===== src/rtl/dmem_arbiter_pkg.sv =====
// Shared types for the data-memory arbiter: bus widths, response owner
// encoding and the bundled request payload.
package dmem_arbiter_pkg;

  localparam int ADDR_W = 10;
  localparam int DATA_W = 32;
  localparam int WAIT_W = 8;

  typedef enum logic [1:0] {
    OWNER_NONE = 2'd0,
    OWNER_CPU  = 2'd1,
    OWNER_DMA  = 2'd2
  } mem_owner_type;

  typedef struct packed {
    logic              we;
    logic [ADDR_W-1:0] addr;
    logic [DATA_W-1:0] wdata;
  } mem_req_type;

endpackage


===== src/rtl/dmem_arbiter_if.sv =====
// Requester and memory-side signals of the data-memory arbiter.
// Handshake: a request transfers in a cycle where req_valid && req_ready; a
// pending request holds its payload stable until then; read data returns with
// rsp_valid exactly one cycle after the transfer; writes return nothing.
interface dmem_arbiter_if;
  import dmem_arbiter_pkg::*;

  logic              cpu_req_valid;
  logic              cpu_req_ready;
  logic              cpu_we;
  logic [ADDR_W-1:0] cpu_addr;
  logic [DATA_W-1:0] cpu_wdata;
  logic              cpu_rsp_valid;
  logic [DATA_W-1:0] cpu_rdata;

  logic              dma_req_valid;
  logic              dma_req_ready;
  logic              dma_we;
  logic [ADDR_W-1:0] dma_addr;
  logic [DATA_W-1:0] dma_wdata;
  logic              dma_rsp_valid;
  logic [DATA_W-1:0] dma_rdata;

  logic [ADDR_W-1:0] mem_addr;
  logic              mem_we;
  logic [DATA_W-1:0] mem_wdata;
  logic [DATA_W-1:0] mem_rdata;

  modport slave (
    input  cpu_req_valid, cpu_we, cpu_addr, cpu_wdata,
    input  dma_req_valid, dma_we, dma_addr, dma_wdata,
    input  mem_rdata,
    output cpu_req_ready, cpu_rsp_valid, cpu_rdata,
    output dma_req_ready, dma_rsp_valid, dma_rdata,
    output mem_addr, mem_we, mem_wdata
  );

  modport master (
    output cpu_req_valid, cpu_we, cpu_addr, cpu_wdata,
    output dma_req_valid, dma_we, dma_addr, dma_wdata,
    output mem_rdata,
    input  cpu_req_ready, cpu_rsp_valid, cpu_rdata,
    input  dma_req_ready, dma_rsp_valid, dma_rdata,
    input  mem_addr, mem_we, mem_wdata
  );
endinterface


===== src/rtl/dmem_arb_aging.sv =====
// DMA starvation guard: counts cycles a DMA request is blocked and forces a
// DMA grant once the count reaches DMA_MAX_WAIT.
module dmem_arb_aging
  import dmem_arbiter_pkg::*;
#(
  parameter int DMA_MAX_WAIT = 8
) (
  input  logic clk,
  input  logic reset,
  input  logic i_dma_req_valid,
  input  logic i_grant_dma,
  output logic o_force_dma
);

  localparam logic [WAIT_W-1:0] MAX_WAIT_C = WAIT_W'(DMA_MAX_WAIT);

  logic [WAIT_W-1:0] r_wait_cnt;

  always_ff @(posedge clk) begin
    if (reset) begin
      r_wait_cnt <= '0;
    end else if (!i_dma_req_valid || i_grant_dma) begin
      r_wait_cnt <= '0;
    end else if (r_wait_cnt != '1) begin
      r_wait_cnt <= r_wait_cnt + 1'b1;
    end
  end

  assign o_force_dma = i_dma_req_valid && (r_wait_cnt >= MAX_WAIT_C);

endmodule


===== src/rtl/dmem_arbiter.sv =====
// Fixed-priority (CPU first) arbiter sharing the single-port data memory with
// a loader/DMA port. Build with DMEM_ARB_AGING_EN to bound DMA starvation.
module dmem_arbiter
  import dmem_arbiter_pkg::*;
#(
  parameter int DMA_MAX_WAIT = 8
) (
  input  logic           clk,
  input  logic           reset,
  dmem_arbiter_if.slave  bus,
  output mem_owner_type  o_dbg_rsp_owner
);

  generate
    if (DMA_MAX_WAIT < 1 || DMA_MAX_WAIT > 255) begin : g_bad_max_wait
      $error("dmem_arbiter: DMA_MAX_WAIT must be within 1..255");
    end
  endgenerate

  mem_req_type       w_cpu_req;
  mem_req_type       w_dma_req;
  mem_req_type       w_mem_req;
  logic              w_force_dma;
  logic              w_grant_cpu;
  logic              w_grant_dma;
  mem_owner_type     r_rsp_owner;
  mem_owner_type     w_rsp_owner_next;
  logic [ADDR_W-1:0] r_addr_hold;
  logic [DATA_W-1:0] r_cpu_rdata;
  logic [DATA_W-1:0] r_dma_rdata;

  assign w_cpu_req = '{we: bus.cpu_we, addr: bus.cpu_addr, wdata: bus.cpu_wdata};
  assign w_dma_req = '{we: bus.dma_we, addr: bus.dma_addr, wdata: bus.dma_wdata};

`ifdef DMEM_ARB_AGING_EN
  dmem_arb_aging #(.DMA_MAX_WAIT(DMA_MAX_WAIT)) u_aging (
    .clk             (clk),
    .reset           (reset),
    .i_dma_req_valid (bus.dma_req_valid),
    .i_grant_dma     (w_grant_dma),
    .o_force_dma     (w_force_dma)
  );
`else
  assign w_force_dma = 1'b0;
`endif

  assign bus.cpu_req_ready = !reset && !w_force_dma;
  assign bus.dma_req_ready = !reset && (!bus.cpu_req_valid || w_force_dma);
  assign w_grant_cpu       = bus.cpu_req_valid && bus.cpu_req_ready;
  assign w_grant_dma       = bus.dma_req_valid && bus.dma_req_ready;

  // Idle cycles keep the last address so the memory address bus stays quiet.
  always_comb begin
    w_mem_req = '{we: 1'b0, addr: r_addr_hold, wdata: '0};
    if (reset) begin
      w_mem_req.addr = '0;
    end else if (w_grant_cpu) begin
      w_mem_req = w_cpu_req;
    end else if (w_grant_dma) begin
      w_mem_req = w_dma_req;
    end
  end

  assign bus.mem_we    = w_mem_req.we;
  assign bus.mem_addr  = w_mem_req.addr;
  assign bus.mem_wdata = w_mem_req.wdata;

  always_ff @(posedge clk) begin
    if (reset) begin
      r_rsp_owner <= OWNER_NONE;
    end else begin
      r_rsp_owner <= w_rsp_owner_next;
    end
  end

  always_comb begin
    w_rsp_owner_next = OWNER_NONE;
    if (w_grant_cpu && !w_cpu_req.we) begin
      w_rsp_owner_next = OWNER_CPU;
    end else if (w_grant_dma && !w_dma_req.we) begin
      w_rsp_owner_next = OWNER_DMA;
    end
  end

  // Gating with reset drops a read that was in flight when reset arrived.
  always_comb begin
    bus.cpu_rsp_valid = !reset && (r_rsp_owner == OWNER_CPU);
    bus.dma_rsp_valid = !reset && (r_rsp_owner == OWNER_DMA);
    bus.cpu_rdata     = bus.cpu_rsp_valid ? bus.mem_rdata : r_cpu_rdata;
    bus.dma_rdata     = bus.dma_rsp_valid ? bus.mem_rdata : r_dma_rdata;
  end

  always_ff @(posedge clk) begin
    if (reset) begin
      r_addr_hold <= '0;
      r_cpu_rdata <= '0;
      r_dma_rdata <= '0;
    end else begin
      r_addr_hold <= w_mem_req.addr;
      r_cpu_rdata <= bus.cpu_rdata;
      r_dma_rdata <= bus.dma_rdata;
    end
  end

  assign o_dbg_rsp_owner = r_rsp_owner;

endmodule


===== src/flat_wrapper.sv =====
// flat-port wrapper written by rule: the top's interface ports become plain ports
module dmem_arbiter_flat import dmem_arbiter_pkg::*;
#(
  parameter int DMA_MAX_WAIT = 8
)
  (clk, reset, o_dbg_rsp_owner, bus_cpu_req_valid, bus_cpu_we, bus_cpu_addr, bus_cpu_wdata, bus_dma_req_valid, bus_dma_we, bus_dma_addr, bus_dma_wdata, bus_mem_rdata, bus_cpu_req_ready, bus_cpu_rsp_valid, bus_cpu_rdata, bus_dma_req_ready, bus_dma_rsp_valid, bus_dma_rdata, bus_mem_addr, bus_mem_we, bus_mem_wdata);
  dmem_arbiter_if bus_i ();
  input  logic clk;
  input  logic reset;
  output mem_owner_type o_dbg_rsp_owner;
  input wire logic [$bits(bus_i.cpu_req_valid)-1:0] bus_cpu_req_valid;
  input wire logic [$bits(bus_i.cpu_we)-1:0] bus_cpu_we;
  input wire logic [$bits(bus_i.cpu_addr)-1:0] bus_cpu_addr;
  input wire logic [$bits(bus_i.cpu_wdata)-1:0] bus_cpu_wdata;
  input wire logic [$bits(bus_i.dma_req_valid)-1:0] bus_dma_req_valid;
  input wire logic [$bits(bus_i.dma_we)-1:0] bus_dma_we;
  input wire logic [$bits(bus_i.dma_addr)-1:0] bus_dma_addr;
  input wire logic [$bits(bus_i.dma_wdata)-1:0] bus_dma_wdata;
  input wire logic [$bits(bus_i.mem_rdata)-1:0] bus_mem_rdata;
  output wire logic [$bits(bus_i.cpu_req_ready)-1:0] bus_cpu_req_ready;
  output wire logic [$bits(bus_i.cpu_rsp_valid)-1:0] bus_cpu_rsp_valid;
  output wire logic [$bits(bus_i.cpu_rdata)-1:0] bus_cpu_rdata;
  output wire logic [$bits(bus_i.dma_req_ready)-1:0] bus_dma_req_ready;
  output wire logic [$bits(bus_i.dma_rsp_valid)-1:0] bus_dma_rsp_valid;
  output wire logic [$bits(bus_i.dma_rdata)-1:0] bus_dma_rdata;
  output wire logic [$bits(bus_i.mem_addr)-1:0] bus_mem_addr;
  output wire logic [$bits(bus_i.mem_we)-1:0] bus_mem_we;
  output wire logic [$bits(bus_i.mem_wdata)-1:0] bus_mem_wdata;
  assign bus_i.cpu_req_valid = bus_cpu_req_valid;
  assign bus_i.cpu_we = bus_cpu_we;
  assign bus_i.cpu_addr = bus_cpu_addr;
  assign bus_i.cpu_wdata = bus_cpu_wdata;
  assign bus_i.dma_req_valid = bus_dma_req_valid;
  assign bus_i.dma_we = bus_dma_we;
  assign bus_i.dma_addr = bus_dma_addr;
  assign bus_i.dma_wdata = bus_dma_wdata;
  assign bus_i.mem_rdata = bus_mem_rdata;
  assign bus_cpu_req_ready = bus_i.cpu_req_ready;
  assign bus_cpu_rsp_valid = bus_i.cpu_rsp_valid;
  assign bus_cpu_rdata = bus_i.cpu_rdata;
  assign bus_dma_req_ready = bus_i.dma_req_ready;
  assign bus_dma_rsp_valid = bus_i.dma_rsp_valid;
  assign bus_dma_rdata = bus_i.dma_rdata;
  assign bus_mem_addr = bus_i.mem_addr;
  assign bus_mem_we = bus_i.mem_we;
  assign bus_mem_wdata = bus_i.mem_wdata;
  dmem_arbiter #(.DMA_MAX_WAIT(DMA_MAX_WAIT)) u_core (.clk(clk), .reset(reset), .bus(bus_i), .o_dbg_rsp_owner(o_dbg_rsp_owner));
endmodule

===== config.mk =====
export PLATFORM = sky130hd
export DESIGN_NAME = dmem_arbiter_flat
export DESIGN_NICKNAME = d
export VERILOG_FILES = /design/src/rtl/dmem_arbiter_pkg.sv /design/src/rtl/dmem_arbiter_if.sv /design/src/rtl/dmem_arb_aging.sv /design/src/rtl/dmem_arbiter.sv /design/src/flat_wrapper.sv
export SDC_FILE = /design/constraint.sdc
export NUM_CORES = 1
export LEC_CHECK = 0
export ABC_AREA = 1
export CAP_MARGIN = 25
export CORE_ASPECT_RATIO = 1.1
export CORE_MARGIN = 5
export CORE_UTILIZATION = 35
export DETAILED_ROUTE_END_ITERATION = 10
export PLACE_DENSITY = 0.79
export SYNTH_ARGS = -nofsm -noshare
export SYNTH_HDL_FRONTEND = slang
export SYNTH_SLANG_ARGS = --single-unit

===== constraint.sdc =====
create_clock -name clk -period 1.39 [get_ports clk]
set_clock_uncertainty 0.2 [all_clocks]
set_input_delay 0.278 -clock clk [delete_from_list [all_inputs] [get_ports clk]]
set_output_delay 0.278 -clock clk [all_outputs]
set_load 0.005 [all_outputs]

Yosys cells after proc, flatten, opt, wreduce, memory -nomap -nowiden
Index checks and enable logic that the tools add are counted.
- flip-flop bits (word level): 76
- input bits: 122
- output and inout port bits: 113
- logic and storage cells: 28
- equal/unequal tests: 2
- mux-type cells: 9
- reductions and logical operators: 12
- operators by type and width (cell ; number):
    $mux 32 ; 3
    $mux 43 ; 2
    $mux 10 ; 1
    $logic_and 1x1->1 ; 7
    $logic_not 1->1 ; 4
    $eq 2x1->1 const B ; 1
    $eq 2x2->1 const B ; 1
    $mux 1 ; 2
    $mux 2 ; 1
    $reduce_or 2->1 ; 1

Logic depth before layout (Yosys ltp)
- word-level depth: 6
- depth in mapped cells: 7
- depth with buffers taken out: 5

Least setup slack after synthesis
No wires, ideal clock.
- kind: reg-to-output
- start: register u_core.r_rsp_owner[1] (netlist: u_core.o_dbg_rsp_owner[1])
- end: output bus_dma_rdata[10]
- arrival time: 0.995 ns
- required time: 0.912 ns
- setup slack: -0.083 ns
- stages on the path, launching flop included: 7
- path buffers: 1
- cell sequence: dfxtp_1 inv_2 nor2_4 buf_2 nand3_1 nand2_1 inv_1
- longest elaborated chain between the ends: 3
- RTL lines (what ; line ; text):
    from (decl) ; dmem_arbiter.sv:26 ; mem_owner_type r_rsp_owner;
    from (signal assigned) ; dmem_arbiter.sv:72 ; r_rsp_owner <= w_rsp_owner_next;
    $eq 2x2->1 ; dmem_arbiter.sv:88 ; bus.dma_rsp_valid = !reset && (r_rsp_owner == OWNER_DMA);
    $logic_and 1x1->1 ; dmem_arbiter.sv:88 ;
    $mux 32 ; dmem_arbiter.sv:90 ; bus.dma_rdata = bus.dma_rsp_valid ? bus.mem_rdata : r_dma_rdata;
    to (decl) ; flat_wrapper.sv:25 ; output wire logic [$bits(bus_i.dma_rdata)-1:0] bus_dma_rdata;
No other way between the ends.

Worst setup path in the final report
- start: register u_core.r_rsp_owner[1] (netlist: u_core.o_dbg_rsp_owner[1])
- end: output bus_cpu_rdata[31]
- longest elaborated chain between the ends: 3
- RTL lines (what ; line ; text):
    $eq 2x1->1 ; dmem_arbiter.sv:87 ; bus.cpu_rsp_valid = !reset && (r_rsp_owner == OWNER_CPU);
    $logic_and 1x1->1 ; dmem_arbiter.sv:87 ;
    $mux 32 ; dmem_arbiter.sv:89 ; bus.cpu_rdata = bus.cpu_rsp_valid ? bus.mem_rdata : r_cpu_rdata;
    to (decl) ; flat_wrapper.sv:22 ; output wire logic [$bits(bus_i.cpu_rdata)-1:0] bus_cpu_rdata;
No other way between the ends.

==> summary.txt <==
Timing
  • Final Max Slew Viols: 0
  • RSZ-0062 raised after global routing: true
  • Max_slew headroom: 63.9%
  • Hold violation count in the final report: 0
  • Final Cycle Share: 150%
  • Worst-Margin Slew: 0.541 ns
  • Worst setup margin: -0.698 ns
  • Setup_tns: -63.30 ns
  • # setup viols final: 171
  • Min Clock Period, post-route: 2.09 ns
  • Max frequency: 479 MHz

Detailed routing
  • Initial DRT Pass Iterations: 5
  • Final WL: 25300 um
  • Avg WL per Cell: 20.1 um
  • Via count: 6250
  • Vias per cell: 4.96
  • Detail Route Antenna Nets: 0
  • Met3 wire len: 1670 um
  • Remaining DRCs: 0
  • Detailed Route Iter0 Violations: 298
  • Met2 wire length: 13400 um
  • M1 wire length: 8470 um
  • Top layer in use: met4

Worst setup path
  • Worst setup path class: reg2out
  • Worst path cell trace: inv_6, buf_4, buf_4, nand3_2, nand2_2, inv_2, buf_6
  • CP Buf/Inv Count: 5
  • CP most frequent cell: buf_4
  • CP required: 0.91 ns
  • Worst EP arrival: 1.61 ns
  • Crit end category: primary output
  • CP delay by family, top: buffers and inverters
  • Max incr delay on CP: 0.36 ns
  • Critical path's slowest cell: dfxtp_4
  • Crit Path Max Fanout: 11
  • Setup crit start kind: register

Logic synthesis
  • Post-synthesis register bit count: 76
  • Area leader, netlist: dfxtp_1
  • Synthesized area per cell: 5.94 um2
  • Largest family of logic cells by synthesized area: simple AND/OR/NAND/NOR gates
  • Cell Area, Synth: 4150 um2
  • Count of different cell masters after synthesis: 18
  • Ys Warns: 0
  • Post-Synth Simple-Gate Area: 41.3%
  • Post-Syn Instances: 698
  • Sequential-to-total area share from yosys stat: 36.7%
  • Top-area cell type share of the netlist area: 36.7%
  • Post-synthesis xor/xnor area fraction: 0%
  • Top cells by area, synth: dfxtp_1, nand2_1, inv_1
  • Mux contribution to synthesized area: 0%
  • Compound-Gate Fraction of Synth Area: 1.09%
  • Synth Area in Adders: 0%
  • Syn Nets: 820

Cells and area
  • Net count, final: 1227
  • Layout area overhead: 145%
  • Share of layout cells above drive strength 1: 58.5%
  • Layout fillers: 532
  • Antenna diode count: 0
  • Finished Layout Cells: 1260
  • Post-layout util: 87.8%

Clock network
  • Clock Path Buffers: 2
  • Clk slew on worst S/H paths: 0.06 ns
  • Clock sinks: 76
  • Num CTS Buffers: 9
  • CTS tree: yes
  • H-Tree Depth: 3
  • Clk Latency, worst-skew pair: 0.33 ns
  • Clock root cell: clkbuf_16

GRT
  • Vias in the first global route: 6167
  • Pin count of the biggest net entering global routing: 31
  • Total gr overflow: 0
  • Initial antenna violation count: 0
  • Gr usage total: 28.7%
  • First-pass GRT wire length: 31100 um

Floorplanning
  • Std cell rows: 41
  • Core ar.: 11500 um2
  • I/O pin total: 235
  • Die X: 114 um
  • Die H: 124 um
  • Die area: 14100 um2
  • Starting Density: 35.9%

Pwr
  • Worst vdd ir: 0.644 mV
  • Pleak: 5.22 nW
  • P per Cell Area: 676 nW/um2

Placed design
  • Routability cong.: 0.871
  • Port bufs: 234
  • Cell total after placement: 1121
  • HPWL Detailed: 12500 um

Status
  • Failing checks: negative setup slack
  • Status: complete, but fails checks

Hold path
  • Hold Path Class: in2reg

Job
  • Maxcap violations: 0
## placed cells by master (no fill, tap or decap), drive strengths merged
| cell type | Yosys | layout |
|---|---|---|
| o211ai | 6 | 6 |
| nor3 | 2 | 2 |
| or2 | 5 | 5 |
| nand3 | 72 | 72 |
| buf | 29 | 296 |
| nand2 | 264 | 264 |
| nor4 | 1 | 1 |
| bufinv | 0 | 2 |
| dfxtp | 76 | 76 |
| nor2 | 68 | 68 |
| dlygate4sd2 | 0 | 4 |
| clkdlybuf4s50 | 0 | 115 |
| dlygate4sd3 | 0 | 2 |
| clkinv | 0 | 3 |
| clkbuf | 7 | 26 |
| inv | 168 | 168 |
## where the power goes
part | internal (W) | switching (W) | leakage (nW)
Clock | 0.00161 | 0.000935 | 0.159
Sequential | 0.00225 | 0.0000270 | 0.620
Combinational | 0.00109 | 0.000930 | 4.44
## tightest hold or removal path: stages
cell,delay [ns]
buf_6,0.11
inv_2,0.10
nor3_1,0.06
## synth_stat cells
cell type / n
nand2_1: 264
inv_1: 164
dfxtp_1: 76
nand3_1: 70
nor2_1: 65
buf_2: 15
buf_6: 10
clkbuf_1: 7
o211ai_1: 6
or2_2: 5
inv_2: 4
nor2_4: 3
buf_1: 2
buf_4: 2
nand3_4: 2
nor3_1: 1
nor3_4: 1
nor4_1: 1
## metrics by stage
| stage | setup slack, ns | hold slack, ns | cell area, um2 | total power [W] |
|---|---|---|---|---|
| 2_1_floorplan | -0.0714 | 0.142 | 4170 | 0.00276 |
| 3_3_place_gp | -1.09 | 0.276 | 7130 | 0.00367 |
| 3_5_place_dp | -1.13 | 0.276 | 7130 | 0.00369 |
| 4_1_cts | -0.823 | 0.0134 | 8840 | 0.00640 |
| 5_1_grt | -0.743 | 0.0728 | 10100 | 0.00706 |
| 6_report | -0.698 | 0.0633 | 10100 | 0.00685 |
## final cells by class
type | count | area [um2] | share of cell area (%)
clock buffers | 11 | 243 | 2.39
clock inverters | 5 | 75.1 | 0.740
inverters | 168 | 653 | 6.44
multi-input cells | 418 | 3090 | 30.5
flip-flops and latches | 76 | 1530 | 15.1
well taps | 150 | 188 | 1.85
repair buffers | 432 | 4360 | 43.0
## worst paths after layout
path / start / end / slack (ns) / depth (start not counted)
min: bus_cpu_req_valid / u_core.o_dbg_rsp_owner[0] / 0.06 / 3
max: u_core.o_dbg_rsp_owner[1] / bus_cpu_rdata[31] / -0.70 / 7
min reg2reg: u_core.r_addr_hold[8] / u_core.r_addr_hold[8] / 0.29 / 2
max reg2reg: u_core.o_dbg_rsp_owner[1] / u_core.r_dma_rdata[14] / -0.66 / 14
## kinds of logic (layout without fill, tap and decap cells)
logic type / count (synthesis) / in the layout
simple gates: 412 / 412
buf+inv: 204 / 616
flops: 76 / 76
compound gates: 6 / 6
## flip-flops by register name (all words and copies together) (netlist names)
signal and cells:
u_core.o_dbg_rsp_owner 2, u_core.r_cpu_rdata 32, u_core.r_dma_rdata 32, u_core.r_addr_hold 10
## layer usage
metal  vias up  global-route usage, %
li1       2822                      -
met1      2961                   28.0
met2       346                   54.4
met3       121                   6.12
met4         0                   18.9
met5         -                      0
## timing repair
item	4_1_cts	5_1_grt
setup buffers	144	64
gates resized for setup	602	493
gates cloned	7	4
hold buffers	2	0
pin swaps	62	94
setup endpoints to repair	134	167
hold endpoints to repair	2	0
Note: power is estimated with default switching activity, not from simulation.
